**src/rtl/spi_master_pkg.sv**
```systemverilog
// rtl/spi_master_pkg.sv - shared types and constants for the SPI master front-end
package spi_master_pkg;

  localparam int CNT_W = 13;

  typedef enum logic [1:0] {DEV_NONE, DEV_FLASH, DEV_SR, DEV_MPU} dev_e;
  typedef enum logic [1:0] {IDLE, BUSY, DONE} state_e;

  // Fixed request priority: flash over shift register over MPU.
  function automatic dev_e pick_dev(input logic i_flash, input logic i_sr, input logic i_mpu);
    if (i_flash)    return DEV_FLASH;
    else if (i_sr)  return DEV_SR;
    else if (i_mpu) return DEV_MPU;
    else            return DEV_NONE;
  endfunction

endpackage

```
**src/rtl/spi_master_v2_0_bit_counter.sv**
```systemverilog
// rtl/spi_master_v2_0_bit_counter.sv - loadable up-counter with terminal-count flag
module spi_bit_counter #(
  parameter int W = 13
) (
  input  logic         i_clk,
  input  logic         i_rst,
  input  logic         i_load,
  input  logic [W-1:0] i_load_val,
  input  logic         i_en,
  input  logic [W-1:0] i_last,
  output logic         o_term
);

  logic [W-1:0] r_cnt;

  always_ff @(posedge i_clk) begin
    if (i_rst)
      r_cnt <= '0;
    else if (i_load)
      r_cnt <= i_load_val;
    else if (i_en)
      r_cnt <= r_cnt + 1'b1;
  end

  assign o_term = (r_cnt == i_last);

endmodule

```
**src/rtl/spi_master_v2_0.sv**
```systemverilog
// rtl/spi_master_v2_0.sv - SPI master front-end: device select, SCLK gating, bit counting
module spi_master_v2_0
  import spi_master_pkg::*;
#(
  parameter int CNT_W = 13
) (
  input  logic             clk_i,
  input  logic             rst_i,
  input  logic             cs_flash_i,
  input  logic             cs_shift_reg_i,
  input  logic             cs_mpu_i,
  input  logic [CNT_W-1:0] data_size_i,
  input  logic             MOSI_i,
  input  logic             sr_out_en_i,
  input  logic             sr_we_i,
  input  logic             master_mode_nrw,
  input  logic             MISO_i,
  input  logic             is_MISO_z_i,
  output logic             SCLK_o,
  output logic             RST_o,
  output logic             MOSI_o,
  output logic             cs_flash_o,
  output logic             cs_shift_reg_o,
  output logic             cs_mpu_o,
  output logic             sr_out_en_o,
  output logic             sr_we_o,
  output logic             sr_wd_o,
  output logic             flash_we_o
);

  state_e           r_state;
  dev_e             r_dev;
  logic [CNT_W-1:0] r_size;
  logic             r_rst;
  logic             r_sr_out_en;

  dev_e             w_req_dev;
  logic             w_start;
  logic             w_busy;
  logic             w_term;
  logic             w_sel_req;
  logic             w_any_req;
  logic [CNT_W-1:0] w_last;
  logic             w_sr_we;
  logic             w_sr_wd;

  assign w_req_dev = pick_dev(cs_flash_i, cs_shift_reg_i, cs_mpu_i);
  assign w_any_req = cs_flash_i | cs_shift_reg_i | cs_mpu_i;
  assign w_start   = (r_state == IDLE) && (w_req_dev != DEV_NONE) && (data_size_i != '0);
  assign w_busy    = (r_state == BUSY);
  assign w_last    = r_size - 1'b1;

  always_comb begin
    w_sel_req = 1'b0;
    case (r_dev)
      DEV_FLASH: w_sel_req = cs_flash_i;
      DEV_SR:    w_sel_req = cs_shift_reg_i;
      DEV_MPU:   w_sel_req = cs_mpu_i;
      default:   w_sel_req = 1'b0;
    endcase
  end

  spi_bit_counter #(.W(CNT_W)) u_bit_counter (
    .i_clk      (clk_i),
    .i_rst      (rst_i),
    .i_load     (w_start),
    .i_load_val ('0),
    .i_en       (w_busy),
    .i_last     (w_last),
    .o_term     (w_term)
  );

  always_ff @(posedge clk_i) begin
    if (rst_i) begin
      r_state <= IDLE;
      r_dev   <= DEV_NONE;
      r_size  <= '0;
    end else begin
      case (r_state)
        IDLE: if (w_start) begin
          r_dev   <= w_req_dev;
          r_size  <= data_size_i;
          r_state <= BUSY;
        end
        BUSY: if (!w_sel_req) begin
          r_dev   <= DEV_NONE;
          r_state <= IDLE;
        end else if (w_term) begin
          r_state <= DONE;
        end
        // Hold here until every request is released so a held request cannot retrigger.
        DONE: if (!w_any_req) begin
          r_dev   <= DEV_NONE;
          r_state <= IDLE;
        end
        default: r_state <= IDLE;
      endcase
    end
  end

  always_ff @(posedge clk_i) begin
    r_rst       <= rst_i;
    r_sr_out_en <= rst_i ? 1'b0 : sr_out_en_i;
  end

  always_comb begin
    w_sr_we = sr_we_i;
    w_sr_wd = 1'b0;
    if (w_busy && (r_dev == DEV_FLASH || r_dev == DEV_MPU) && !is_MISO_z_i) begin
      w_sr_we = 1'b1;
      w_sr_wd = MISO_i;
    end else if (w_busy && r_dev == DEV_SR) begin
      w_sr_we = sr_we_i;
      w_sr_wd = MOSI_i;
    end
  end

  assign SCLK_o         = clk_i & w_busy;
  assign RST_o          = r_rst;
  assign MOSI_o         = w_busy & master_mode_nrw & MOSI_i;
  assign cs_flash_o     = ~(w_busy && r_dev == DEV_FLASH);
  assign cs_shift_reg_o = ~(w_busy && r_dev == DEV_SR);
  assign cs_mpu_o       = ~(w_busy && r_dev == DEV_MPU);
  assign sr_out_en_o    = r_sr_out_en;
  assign sr_we_o        = ~rst_i & w_sr_we;
  assign sr_wd_o        = ~rst_i & w_sr_wd;
  assign flash_we_o     = w_busy && (r_dev == DEV_FLASH) && master_mode_nrw;

endmodule

```
**config.mk**
```make
export PLATFORM = sky130hd
export DESIGN_NAME = spi_master_v2_0
export DESIGN_NICKNAME = d
export VERILOG_FILES = /design/src/rtl/spi_master_pkg.sv /design/src/rtl/spi_master_v2_0_bit_counter.sv /design/src/rtl/spi_master_v2_0.sv
export SDC_FILE = /design/constraint.sdc
export NUM_CORES = 1
export LEC_CHECK = 0
export ABC_AREA = 1
export BUFFER_PORTS_ARGS = -buffer_cell sky130_fd_sc_hd__buf_4
export CORE_UTILIZATION = 56
export CTS_CLUSTER_SIZE = 8
export DETAILED_ROUTE_END_ITERATION = 6
export PLACE_DENSITY_LB_ADDON = 0.3
export SLEW_MARGIN = 30
export SYNTH_ARGS = -nofsm -noshare
export SYNTH_HDL_FRONTEND = slang
export SYNTH_SLANG_ARGS = --single-unit
```
**constraint.sdc**
```tcl
create_clock -name clk_i -period 2.2 [get_ports clk_i]
set_input_delay 0.22 -clock clk_i [delete_from_list [all_inputs] [get_ports clk_i]]
set_output_delay 0.22 -clock clk_i [all_outputs]
set_load 0.02 [all_outputs]
```
==> impl_metrics.tcl <==
set metrics [dict create \
    status "complete, no violations" \
    hold_path_end "r_size[9]" \
    ioPinCount 34 \
    required_ns 1.98 \
    synthMuxAreaShare_pct 0 \
    worstHoldStart "data_size_i[9]" \
    path_max_fanout 10 \
    yosys.area_share.simple_pct 36.47 \
    drt_pass1_iterations 4 \
    diodes 0 \
    synth_xor_area_share_pct 6.546 \
    dpl.hpwl_mm 3.527 \
    finalSetupViolations 0 \
    fmax_mhz 490.2 \
    grt_pass1_vias 1873 \
    routed_wl_mm 4.778 \
    viasPerCell 5.132 \
    clock_skew_ns 0.009759 \
    drtIter0Drc 143 \
    critical_path_class "flop to output port" \
    clk_pin_slew_worst_paths_ns 0.10 \
    antenna_found_initial 0 \
    drive_gt1_share_pct 18.59 \
    ant_nets 0 \
    rsz0062_at_grt "no" \
    grt_max_degree 24 \
    grt.total_usage_pct 28.21 \
    yosys.cell_types.count 30 \
    period_needed_ns 2.040 \
    fin_hold_ws_ns 0.02954 \
    synth_top_area_share_pct 31.92 \
    core_area_mm2 0.003390 \
    syn_inst 313 \
    synth-compound-area-share_pct 12.03 \
    slew_headroom_pct 69.70 \
    rrSetupSlack_ns 0.41 \
    core.rowCount 21 \
    drv_cap 0 \
    initial_core_util_pct 59.21 \
    powerDensity_mw_per_mm2 999.2 \
    num_vias 2058 \
    synth-main-ff-cell "dfxtp_1" \
    worstSkewPairLatency_ns 0.46 \
    yosysSeqAreaShare_pct 31.92 \
    crit_path_start_kind "flop" \
    nets 384 \
    hold_viol_final 0 \
    worst_pin_slew_ns 0.4534 \
    synth_fa_ha_area_share_pct 3.741 \
    dieArea_mm2 0.003827 \
    peakVddDrop_uv 724.8 \
    drv_slew 0 \
    synth_top_family_by_area "simple AND/OR/NAND/NOR gates" \
    final_common_cell "nand2_1" \
    syn-cell-area_mm2 0.002007 \
    fillers 291 \
    final_cell_mix "nand2_1, nor2_1, inv_1, buf_4, dfxtp_1" \
    rr_endpoint "r_state[0]" \
    gp_congestion 0.8162 \
    hold_path.class "primary input to flop" \
    dieHeight_um 61.87 \
    synth_fp_nets 343 \
    die_w_um 61.87 \
    cts_tree "yes" \
    remaining_drc_errors 0 \
    ys_async_sr_fraction_pct 0 \
    total_leakage_power_nw 1.102 \
    grt_pass1_wl_mm 7.797 \
    end_kind "output port" \
    reg2regPathDepth 12 \
    fin_crit_sh_pct 92.72 \
    post_cts_buffers 0 \
    finalSetupTns_ns 0 \
    syn2layout_area_growth_pct 20.57 \
    wl_per_cell_um 11.92 \
    ys_top_cells_by_area "dfxtp_1, nand2_1, nor2_1" \
    ys_warn_count 0 \
    arrival_ns 1.82 \
    synth.avg_cell_area_um2 6.412 \
    synth_top_cell_by_area "dfxtp_1" \
    synth-seq-cells 32 \
    min_path_cells 3 \
    synth_edf_count 0 \
    overflow 0 \
    r2r_start "r_size[0]" \
    place.port_buffers 33 \
]
per-layer routing:
layer,GRT usage (%),wire (um),up-vias
li1,-,-,1062
met1,32.95,2188,935
met2,47.77,2341,53
met3,9.524,188,8
met4,10.79,60,0
met5,0,0,-
sequential cells by signal, summed over array words and instances (netlist names):
name / cells
r_state: 2
sr_out_en_o: 1
r_dev: 2
RST_o: 1
u_bit_counter.r_cnt: 13
r_size: 13
area by class of cell:
class	instances	area, um2	area share [%]
clock inverter	3	38.79	1.603
multi-input combinational	232	1182	48.86
inverter	43	161.4	6.670
clock buffer	10	71.32	2.947
sequential	32	640.6	26.47
timing repair buffer	35	267.8	11.07
tap	46	57.56	2.378
what timing repair did:
action / CTS / global route
resized for setup: 0 / 1
endpoints found under the setup margin: 0 / 3
hold buffers: 2 / 0
endpoints found under the hold margin: 4 / 0
report_power, final:
part | internal [W] | total, W | switching (W) | leakage (nW)
Sequential | 0.000678 | 0.000782 | 0.000104 | 0.263
Combinational | 0.000386 | 0.00106 | 0.000679 | 0.768
Clock | 0.000314 | 0.000571 | 0.000258 | 0.0715
cells by family after synthesis:
family	Yosys count
and+or+nand+nor	165
buffers and inverters	49
AOI/OAI and AO/OA	46
DFF	32
xor gates and xnor gates	15
adders and majority gates	6
critical path, cell delays in order, from the launching register on:
cell     delay [ns]
dfxtp_1        0.35
inv_1          0.08
ha_2           0.29
nand2_1        0.10
inv_1          0.12
nand3_1        0.09
a21oi_1        0.16
buf_4          0.17
synth_stat cells, types with 2 or more instances:
cell type  number
nand3b_1        3
nor3_1          3
ha_1            6
dfxtp_1        32
nor2_2          6
inv_1          40
inv_2           4
o21ai_0        19
nand4_1         3
clkbuf_1        2
o21ai_1         3
a21oi_1        20
nor2_1         52
nand3_1        19
nand2_2         6
buf_2           2
xor2_1         12
nand2_1        66
xnor2_1         3
and2_1          2
worst max path at each step:
stage                     startpoint                 endpoint  depth (start not counted)
after CTS                 r_state[1]                  sr_wd_o                          7
after global routing      r_state[1]                  sr_wd_o                          7
after global placement    r_state[1]  u_bit_counter.r_cnt[12]                          9
final                     r_state[1]                  sr_wd_o                          7
after floorplan            r_size[0]               r_state[0]                         12
after detailed placement  r_state[1]  u_bit_counter.r_cnt[12]                          9
metrics by stage:
step           worst slack (ns)  cell area [um2]  utilization, %  cells  power (W)
2_1_floorplan            0.5763             2007               -    313   0.001605
3_3_place_gp             0.4525             2298           67.81    388   0.001829
3_5_place_dp             0.3714             2298           67.81    388   0.001863
4_1_cts                 0.06184             2417           71.32    401   0.002404
6_report                 0.1601             2420           71.39    401   0.002418
5_1_grt                 0.01875             2420           71.39    401   0.002619
Power figures use the tool's default switching activity.
